**config.mk**
```make
export PLATFORM = sky130hd
export DESIGN_NAME = iic_rw_check_flat
export DESIGN_NICKNAME = d
export VERILOG_FILES = /design/src/rtl/iic_rw_pkg.sv /design/src/rtl/iic_rw_check_if.sv /design/src/rtl/rw_delay_timer.sv /design/src/rtl/iic_rw_check.sv /design/src/flat_wrapper.sv
export SDC_FILE = /design/constraint.sdc
export NUM_CORES = 1
export LEC_CHECK = 0
export BUFFER_PORTS_ARGS = -buffer_cell sky130_fd_sc_hd__buf_2
export CORE_ASPECT_RATIO = 0.8
export CORE_UTILIZATION = 55
export CTS_CLUSTER_SIZE = 28
export DETAILED_ROUTE_END_ITERATION = 7
export PLACE_DENSITY = 0.76
export SLEW_MARGIN = 20
export SYNTH_ARGS = -nofsm -noshare
export SYNTH_HDL_FRONTEND = slang
export SYNTH_SLANG_ARGS = --single-unit
```
**constraint.sdc**
```tcl
create_clock -name i_clk -period 3.6 [get_ports i_clk]
set_input_delay 0.72 -clock i_clk [delete_from_list [all_inputs] [get_ports i_clk]]
set_output_delay 0.72 -clock i_clk [all_outputs]
set_load 0.05 [all_outputs]
```
**src/rtl/iic_rw_pkg.sv**
```systemverilog
// Shared types and constants for the IIC EEPROM write/read-back self-test.
package iic_rw_pkg;

   typedef enum logic [2:0] {
      ST_IDLE,
      ST_WR_REQ,
      ST_WR_WAIT_TIMER,
      ST_RD_REQ,
      ST_DONE
   } state_t;

   localparam logic IIC_OP_WR = 1'b1;
   localparam logic IIC_OP_RD = 1'b0;

   localparam logic [7:0] DEFAULT_SEED    = 8'hA5;
   localparam int         DEFAULT_WR_WAIT = 250_000;

   // Address and pattern data both advance as base + index, wrapping at 256.
   function automatic logic [7:0] offset_byte(input logic [7:0] base, input logic [7:0] idx);
      return base + idx;
   endfunction

endpackage

```
**src/rtl/iic_rw_check_if.sv**
```systemverilog
// Request/acknowledge link between the self-test sequencer and the IIC byte master.
interface iic_rw_check_if;

   logic       iic_req;
   logic       iic_wr;
   logic [7:0] iic_addr;
   logic [7:0] iic_wdata;
   logic       iic_ack;
   logic       iic_nack;
   logic [7:0] iic_rdata;

   modport master (
      output iic_req, iic_wr, iic_addr, iic_wdata,
      input  iic_ack, iic_nack, iic_rdata
   );

   modport slave (
      input  iic_req, iic_wr, iic_addr, iic_wdata,
      output iic_ack, iic_nack, iic_rdata
   );

endinterface

```
**src/rtl/rw_delay_timer.sv**
```systemverilog
// One-shot delay: after i_load, pulses o_expired once, WR_WAIT cycles later.
module rw_delay_timer #(
   parameter int WR_WAIT = 250_000
) (
   input  logic i_clk,
   input  logic i_rst,
   input  logic i_load,
   output logic o_expired
);

   localparam int            TW       = (WR_WAIT > 1) ? $clog2(WR_WAIT) : 1;
   localparam logic [TW-1:0] LAST_CNT = TW'(WR_WAIT - 1);

   logic [TW-1:0] r_count;
   logic          r_running;

   // NOTE: state registers use non-blocking assignments so every flop samples
   // pre-edge values regardless of statement order.
   always_ff @(posedge i_clk) begin
      if (i_rst) begin
         r_count   <= '0;
         r_running <= 1'b0;
      end else if (i_load) begin
         r_count   <= '0;
         r_running <= 1'b1;
      end else if (r_running) begin
         if (r_count == LAST_CNT) begin
            r_running <= 1'b0;
         end else begin
            r_count <= r_count + 1'b1;
         end
      end
   end

   assign o_expired = r_running && (r_count == LAST_CNT);

endmodule

```
**src/rtl/iic_rw_check.sv**
```systemverilog
// EEPROM self-test: writes NUM_BYTES pattern bytes, waits the write-cycle time,
// reads them back and reports pass/fail on o_rw_done / o_rw_result.
module iic_rw_check
   import iic_rw_pkg::*;
#(
   parameter int         NUM_BYTES = 8,
   parameter logic [7:0] BASE_ADDR = 8'h00,
   parameter logic [7:0] SEED      = DEFAULT_SEED,
   parameter int         WR_WAIT   = DEFAULT_WR_WAIT
) (
   input  logic           i_clk,
   input  logic           i_rst,
   input  logic           i_start,
   iic_rw_check_if.master iic,
   output logic           o_rw_done,
   output logic           o_rw_result,
   output logic           o_busy
);

   localparam logic [7:0] LAST_IDX = 8'(NUM_BYTES - 1);

   state_t     r_state,  w_state_nxt;
   logic [7:0] r_index,  w_index_nxt;
   logic       r_req,    w_req_nxt;
   logic       r_wr,     w_wr_nxt;
   logic [7:0] r_addr,   w_addr_nxt;
   logic [7:0] r_wdata,  w_wdata_nxt;
   logic       r_done,   w_done_nxt;
   logic       r_result, w_result_nxt;
   logic       r_busy,   w_busy_nxt;
   logic       w_timer_load;
   logic       w_timer_expired;
   logic       w_ack;

   rw_delay_timer #(.WR_WAIT(WR_WAIT)) u_delay_timer (
      .i_clk     (i_clk),
      .i_rst     (i_rst),
      .i_load    (w_timer_load),
      .o_expired (w_timer_expired)
   );

   // Acks arriving with no request outstanding are stray and must not advance anything.
   assign w_ack = iic.iic_ack && r_req;

   always_ff @(posedge i_clk) begin
      if (i_rst) begin
         r_state  <= ST_IDLE;
         r_index  <= '0;
         r_req    <= 1'b0;
         r_wr     <= 1'b0;
         r_addr   <= '0;
         r_wdata  <= '0;
         r_done   <= 1'b0;
         r_result <= 1'b0;
         r_busy   <= 1'b0;
      end else begin
         r_state  <= w_state_nxt;
         r_index  <= w_index_nxt;
         r_req    <= w_req_nxt;
         r_wr     <= w_wr_nxt;
         r_addr   <= w_addr_nxt;
         r_wdata  <= w_wdata_nxt;
         r_done   <= w_done_nxt;
         r_result <= w_result_nxt;
         r_busy   <= w_busy_nxt;
      end
   end

   always_comb begin
      // NOTE: every output of this block gets a hold value first, so no path
      // through the case leaves one unassigned and infers a latch.
      w_state_nxt  = r_state;
      w_index_nxt  = r_index;
      w_req_nxt    = r_req;
      w_wr_nxt     = r_wr;
      w_addr_nxt   = r_addr;
      w_wdata_nxt  = r_wdata;
      w_done_nxt   = r_done;
      w_result_nxt = r_result;
      w_busy_nxt   = r_busy;
      w_timer_load = 1'b0;

      case (r_state)
         ST_IDLE, ST_DONE: begin
            if (i_start) begin
               w_state_nxt  = ST_WR_REQ;
               w_index_nxt  = '0;
               w_busy_nxt   = 1'b1;
               w_done_nxt   = 1'b0;
               w_result_nxt = 1'b0;
               w_req_nxt    = 1'b1;
               w_wr_nxt     = IIC_OP_WR;
               w_addr_nxt   = BASE_ADDR;
               w_wdata_nxt  = SEED;
            end
         end

         // With req low, the cycle after an ack serves as the mandatory idle gap.
         ST_WR_REQ: begin
            if (!r_req) begin
               w_req_nxt   = 1'b1;
               w_wr_nxt    = IIC_OP_WR;
               w_addr_nxt  = offset_byte(BASE_ADDR, r_index);
               w_wdata_nxt = offset_byte(SEED, r_index);
            end else if (w_ack) begin
               w_req_nxt = 1'b0;
               if (iic.iic_nack) begin
                  w_state_nxt  = ST_DONE;
                  w_done_nxt   = 1'b1;
                  w_result_nxt = 1'b0;
                  w_busy_nxt   = 1'b0;
               end else if (r_index == LAST_IDX) begin
                  w_state_nxt  = ST_WR_WAIT_TIMER;
                  w_timer_load = 1'b1;
               end else begin
                  w_index_nxt = r_index + 1'b1;
               end
            end
         end

         ST_WR_WAIT_TIMER: begin
            if (w_timer_expired) begin
               w_state_nxt = ST_RD_REQ;
               w_index_nxt = '0;
               w_wr_nxt    = IIC_OP_RD;
               w_addr_nxt  = BASE_ADDR;
            end
         end

         ST_RD_REQ: begin
            if (!r_req) begin
               w_req_nxt  = 1'b1;
               w_wr_nxt   = IIC_OP_RD;
               w_addr_nxt = offset_byte(BASE_ADDR, r_index);
            end else if (w_ack) begin
               w_req_nxt = 1'b0;
               if (iic.iic_nack || (iic.iic_rdata != offset_byte(SEED, r_index))) begin
                  w_state_nxt  = ST_DONE;
                  w_done_nxt   = 1'b1;
                  w_result_nxt = 1'b0;
                  w_busy_nxt   = 1'b0;
               end else if (r_index == LAST_IDX) begin
                  w_state_nxt  = ST_DONE;
                  w_done_nxt   = 1'b1;
                  w_result_nxt = 1'b1;
                  w_busy_nxt   = 1'b0;
               end else begin
                  w_index_nxt = r_index + 1'b1;
               end
            end
         end

         default: w_state_nxt = ST_IDLE;
      endcase
   end

   assign iic.iic_req   = r_req;
   assign iic.iic_wr    = r_wr;
   assign iic.iic_addr  = r_addr;
   assign iic.iic_wdata = r_wdata;
   assign o_rw_done     = r_done;
   assign o_rw_result   = r_result;
   assign o_busy        = r_busy;

endmodule

```
**src/flat_wrapper.sv**
```systemverilog
// flat-port wrapper written by rule: the top's interface ports become plain ports
module iic_rw_check_flat import iic_rw_pkg::*;
#(
   parameter int         NUM_BYTES = 8,
   parameter logic [7:0] BASE_ADDR = 8'h00,
   parameter logic [7:0] SEED      = DEFAULT_SEED,
   parameter int         WR_WAIT   = DEFAULT_WR_WAIT
)
  (i_clk, i_rst, i_start, o_rw_done, o_rw_result, o_busy, iic_iic_req, iic_iic_wr, iic_iic_addr, iic_iic_wdata, iic_iic_ack, iic_iic_nack, iic_iic_rdata);
  iic_rw_check_if iic_i ();
  input  logic i_clk;
  input  logic i_rst;
  input  logic i_start;
  output logic o_rw_done;
  output logic o_rw_result;
  output logic o_busy;
  output wire logic [$bits(iic_i.iic_req)-1:0] iic_iic_req;
  output wire logic [$bits(iic_i.iic_wr)-1:0] iic_iic_wr;
  output wire logic [$bits(iic_i.iic_addr)-1:0] iic_iic_addr;
  output wire logic [$bits(iic_i.iic_wdata)-1:0] iic_iic_wdata;
  input wire logic [$bits(iic_i.iic_ack)-1:0] iic_iic_ack;
  input wire logic [$bits(iic_i.iic_nack)-1:0] iic_iic_nack;
  input wire logic [$bits(iic_i.iic_rdata)-1:0] iic_iic_rdata;
  assign iic_iic_req = iic_i.iic_req;
  assign iic_iic_wr = iic_i.iic_wr;
  assign iic_iic_addr = iic_i.iic_addr;
  assign iic_iic_wdata = iic_i.iic_wdata;
  assign iic_i.iic_ack = iic_iic_ack;
  assign iic_i.iic_nack = iic_iic_nack;
  assign iic_i.iic_rdata = iic_iic_rdata;
  iic_rw_check #(.NUM_BYTES(NUM_BYTES), .BASE_ADDR(BASE_ADDR), .SEED(SEED), .WR_WAIT(WR_WAIT)) u_core (.i_clk(i_clk), .i_rst(i_rst), .i_start(i_start), .iic(iic_i), .o_rw_done(o_rw_done), .o_rw_result(o_rw_result), .o_busy(o_busy));
endmodule
```
==> results.yml, run 1 <==
run_status:
  status: "complete, no violations"
sta:
  fin_worst_skew_ps: 8.47
  postLayoutSetupSlackWorst_ps: 766
  hold_violations: 0
  rsz0062_at_grt: "false"
  finalCritPeriodShare_pct: 78.7
  tns_ps: 0
  setup_viol: 0
  fmax_mhz: 353
  period_minus_slack_ps: 2830
  max_slew_margin_pct: 39.4
  tightest_slew_ps: 903
  maxSlewViolCount: 0
setup_path:
  cp.arrival_ps: 3070
  startpoint: "u_core.r_index[0]"
  critPathBufInv: 0
  path_max_fanout: 14
  cp_slowest_cell: "dfxtp_1"
  crit_chain: "ha_1 > xor2_1 > or3_4 > nor4_4 > nand4_4 > a2111oi_2 > mux2i_1"
  cp_data_required_time_ps: 3840
  crit_type: "reg2reg"
  r2r-start: "u_core.r_index[0]"
  critPathCaptureType: "flip-flop"
  crit_path_max_incr_delay_ps: 560
  path_delay_family: "simple AND/OR/NAND/NOR gates"
  rrSetupSlack_ps: 770
  startpoint_type: "flip-flop"
logic_synthesis:
  synth_edf_count: 0
  ys_seq_elements: 51
  syn_nets: 347
  synth_warnings: 0
  ys_types: 57
  synth.area.top_cells: "dfxtp_1 (37%), a21oi_1 (4.5%), xor2_1 (4.4%)"
  synthCells: 332
  yosysSeqAreaShare_pct: 37.0
  syn_area_um2: 2760
  ys_async_sr_fraction_pct: 0
  yosysTopAreaCellShare_pct: 37.0
  ys.flop_type: "dfxtp_1"
  syn_avg_cell_area_um2: 8.31
  synth_top_area_cell: "dfxtp_1"
routing:
  ant_nets: 0
  wl_per_cell_um: 16.3
  drc: 0
  via_count: 2571
  routed_wirelength_um: 6750
  vias_per_cell: 6.20
  first_pass_iters: 5
  dr.first_iter.drc_count: 337
clock_network:
  cts_tree: "done"
  cts.sinks: 51
  h-tree-depth: 2
  cts.repair.resized: 0
  root_buffer: "clkbuf_8"
  cts_made_buffers: 5
  clkTransAtPathRegs_ps: 100
  postCtsHoldBufs: 0
  post-cts-setup-buffers: 0
  clkLatencyLatePin_ps: 310
  clock_path_buffers: 2
layout:
  drive_gt1_share_pct: 15.2
  antenna_cells: 0
  final_cell_mix: "dfxtp_1 (51), buf_2 (33), nand2_1 (32), nor2_1 (32), a21oi_1 (25)"
  final_util_pct: 63.7
  layout_commonest_cell: "dfxtp_1"
  area_growth_pct: 8.66
  final_nets: 369
global_route:
  antenna_found_initial: 0
  grt_pass1_wl_um: 11000
  grt_pass1_vias: 2238
  grt-ovfl-total: 0
  grt_use_total_pct: 27.2
  grt_max_degree: 29
power_and_ir_drop:
  power.switching_uw: 322
  leakagePower_nw: 1.12
  power_frac_comb_pct: 14.6
  switching_share_pct: 29.6
  power_density_nw_per_um2: 362
  clkPwrFrac_pct: 31.1
  ir_worst_vdd_v: 0.000255
  p_seq_share_pct: 54.3
  p_int_uw: 764
place:
  gp_congestion: 1.01
  pre_cts_slack_ps: 824
  post-dp-hpwl_um: 4680
  numPortBuffers: 33
floorplanning:
  start_util_pct: 58.6
  io_pins: 34
  die_h_um: 65.4
  std_cell_rows: 22
  die_area_um2: 5310
  die_w_um: 81.2
  coreArea_um2: 4710
min_path:
  hold_path.class: "reg2reg"
  min-delay-start: "u_core.iic.iic_addr[4]"
job:
  cap_violations: 0
-- cells in the mapped netlist, drive strengths merged (6+ instances only) --
master / instances
mux2i: 6
nor2: 32
xnor2: 13
a21oi: 26
clkbuf: 12
xor2: 14
nor3: 8
nand3: 23
dfxtp: 51
o21ai: 12
or3: 9
nand4: 10
nand2: 33
buf: 7
-- worst paths after layout --
kind,endpoint,cells after the start
worst max-delay path,u_core.r_index[7],7
worst min-delay path,u_core.iic.iic_addr[4],2
worst max register to register,u_core.r_index[7],7
worst min register to register,u_core.iic.iic_addr[4],2
-- power by group through the flow --
stage	clock network (mW)	registers [mW]	logic [mW]
3_3_place_gp	0	0.602	0.155
6_report	0.338	0.590	0.159
2_1_floorplan	0	0.630	0.0910
3_5_place_dp	0	0.602	0.155
4_1_cts	0.343	0.589	0.157
5_1_grt	0.365	0.591	0.171
-- registers in the layout, indices dropped and copies added, names as in the netlist, 3 cells and up --
signal,flops
u_core.u_delay_timer.r_count,18
u_core.iic.iic_addr,8
u_core.iic.iic_wdata,8
u_core.r_index,8
u_core.r_state,3
-- worst register-to-register path: cells and delay by family, from the launching register on --
family / cells / cell delay, ps
and+or+nand+nor: 3 / 1010
DFF: 1 / 560
AOI/OAI and AO/OA: 1 / 460
adders and majority gates: 1 / 340
muxes: 1 / 220
xor gates and xnor gates: 1 / 170
-- final cells by class --
type,count,area [um^2]
timing repair buffer,34,173
tap,60,75.1
multi-input combinational,257,1620
fill,420,1710
inverter,5,18.8
sequential,51,1020
clock inverter,2,17.5
clock buffer,6,72.6
-- stage by stage --
step	power, mW	hold WS (ps)	area, um^2	cells
floorplan	0.721	467	2760	332
global placement	0.757	441	2910	407
detailed placement	0.758	443	2910	407
CTS	1.09	462	3000	415
global route	1.13	479	3000	415
finish	1.09	462	3000	415
-- routing by layer --
layer  routed length (um)  share of wire [%]  GRT usage, %
met5                    0                  0             0
met2                 2740                 41          37.0
met4                   50               0.74          6.25
met3                  615                9.1          4.72
met1                 3340                 50          43.4
-- cell families (layout without fill, tap and decap cells) --
group,Yosys count,count (layout),share of synthesized area [%]
adder cells (fa/ha/maj),2,2,0.906
multiplexers,6,6,2.18
buffers and inverters,24,47,4.26
AND/OR/NAND/NOR,144,144,27.6
XOR/XNOR,27,27,8.57
AO/OA/AOI/OAI,78,78,19.5
flip-flops,51,51,37.0
Power figures use the tool's default switching activity.
==> run 2, diff against run 1 <==
==> constraint.sdc (replaced) <==
create_clock -name i_clk -period 2.7 [get_ports i_clk]
set_input_delay 0.54 -clock i_clk [delete_from_list [all_inputs] [get_ports i_clk]]
set_output_delay 0.54 -clock i_clk [all_outputs]
set_load 0.05 [all_outputs]
==> run 2 against run 1 <==
  * Worst setup slack got worse by 640 ps
  * Critical path depth grew 1
  * Cell count is 3.4% higher
  * Die area stayed put
  * Power increased by 43%
  * Via count grew 0.58%
  * Maximum frequency is 10% higher
  * Clock power grew 62%
  * Global-route usage increased by 0.48 points
  * Clock skew is 1.7 ps lower
  * Critical path type unchanged
  * Largest cell class unchanged
  * Largest power group unchanged
  * Highest routed layer unchanged
==> results.yml, run 2 (synthesized netlist as in run 1, its figures left out) <==
layout:
  final_util_pct: 66.6
  antenna_cells: 0
  area_growth_pct: 13.5
  final_cell_mix: "dfxtp_1 (51), buf_2 (33), nand2_1 (32), nor2_1 (32), a21oi_1 (25)"
  design_area_um2: 3130
  final_nets: 383
  top_register: "u_core.u_delay_timer.r_count"
  layout_commonest_cell: "dfxtp_1"
  largest_register_ffs: 18
  drive_gt1_share_pct: 18.7
sta:
  fmax_mhz: 388
  maxSlewViolCount: 0
  tns_ps: 0
  period_minus_slack_ps: 2580
  finalCritPeriodShare_pct: 95.4
  tightest_slew_ps: 625
  max_slew_margin_pct: 58.1
  setup_viol: 0
  hold_violations: 0
  fin_worst_skew_ps: 6.74
setup_path:
  path_max_fanout: 12
  rrSetupSlack_ps: 120
  cp_data_required_time_ps: 2950
  startpoint_type: "flip-flop"
  critPathCaptureType: "flip-flop"
  crit_type: "reg2reg"
  reg2reg_to: "u_core.r_index[4]"
  r2r-start: "u_core.r_index[0]"
  worst-r2r-cell-count: 8
  cp.arrival_ps: 2830
power_and_ir_drop:
  switching_share_pct: 28.1
  power.switching_uw: 437
  power_density_nw_per_um2: 497
  clkPwrFrac_pct: 35.2
  power_frac_comb_pct: 14.5
  p_int_mw: 1.12
  ir_worst_vdd_v: 0.000413
  finalPower_mw: 1.56
  leakagePower_nw: 1.20
  p_seq_share_pct: 50.3
clock_network:
  h-tree-depth: 2
  clkTransAtPathRegs_ps: 100
  clock_path_buffers: 2
  cts.sinks: 51
  cts_tree: "done"
  root_buffer: "clkbuf_8"
  clkLatencyLatePin_ps: 310
  cts_made_buffers: 5
min_path:
  min-delay-start: "u_core.iic.iic_addr[4]"
  min_to: "u_core.iic.iic_addr[4]"
  holdPathStages: 2
  hold_path.class: "reg2reg"
global_route:
  grt_pass1_vias: 2264
  grt_max_degree: 28
  grt_use_total_pct: 27.7
  antenna_found_initial: 0
  grt-ovfl-total: 0
  grt_pass1_wl_um: 11100
routing:
  ant_nets: 0
  wl_per_cell_um: 16.1
  via_count: 2586
  vias_per_cell: 6.03
  drc: 0
  dr.first_iter.drc_count: 242
  met2_length_um: 2810
  top_layer: "met4"
  routedLengthMet1_um: 3360
  first_pass_iters: 6
  routed_wirelength_um: 6890
  wl_met3_um: 641
place:
  gp_congestion: 0.904
  placed_area_um2: 2990
  post-dp-hpwl_um: 4910
  numPortBuffers: 33
floorplanning:
  die_area_um2: 5310
  die_h_um: 65.4
  start_util_pct: 58.6
  std_cell_rows: 22
  die_w_um: 81.2
  io_pins: 34
  coreArea_um2: 4710
run_status:
  status: "complete, no violations"
job:
  cap_violations: 0
## run 2: how the worst max path moves through the flow
stage	cells after the start	from	end
floorplan	8	u_core.r_index[1]	u_core.r_index[3]
global placement	7	u_core.r_index[0]	u_core.r_index[7]
detailed placement	7	u_core.r_index[0]	u_core.r_index[7]
CTS	7	u_core.r_index[0]	u_core.r_index[7]
global route	7	u_core.r_index[0]	u_core.r_index[7]
finish	8	u_core.r_index[0]	u_core.r_index[4]
## run 2: worst max-delay path: stages, from the launching register on
cell,delay (ps)
dfxtp_1,330
ha_1,340
xor2_1,170
or3_4,370
nor4_4,360
nand4_4,250
buf_4,220
a2111o_1,390
o21ai_1,70
## run 2: cell type report
| type | count | area (um^2) |
|---|---|---|
| multi-input cells | 257 | 1630 |
| fillers | 422 | 1570 |
| flip-flops and latches | 51 | 1020 |
| repair buffers | 48 | 278 |
| well taps | 60 | 75.1 |
| clock buffers | 6 | 72.6 |
| clock inverters | 2 | 38.8 |
| inverters | 5 | 18.8 |
## run 2: through the flow
stage	instances	hold WS [ps]	worst slack (ps)
finish	429	464	124
global route	429	496	-6.89
CTS	426	464	107
detailed placement	418	448	127
global placement	418	438	202
floorplan	332	467	294
## run 2: power by group through the flow
| stage | registers (mW) | clock network, mW | logic [mW] |
|---|---|---|---|
| after floorplan | 0.841 | 0 | 0.121 |
| after global placement | 0.800 | 0 | 0.220 |
| after detailed placement | 0.800 | 0 | 0.221 |
| after CTS | 0.782 | 0.548 | 0.222 |
| after global routing | 0.785 | 0.587 | 0.242 |
| final | 0.783 | 0.549 | 0.225 |
## run 2: per-layer routing
layer	track usage, %	vias to the layer above
li1	-	1269
met1	41.7	1188
met4	6.70	0
met5	0	-
met2	38.3	116
met3	7.64	13
## run 2: timing repair
action	4_1_cts	5_1_grt
endpoints found under the hold margin	0	0
buffers inserted	0	3
gates resized for setup	0	1
hold buffers	0	0
endpoints found under the setup margin	0	1
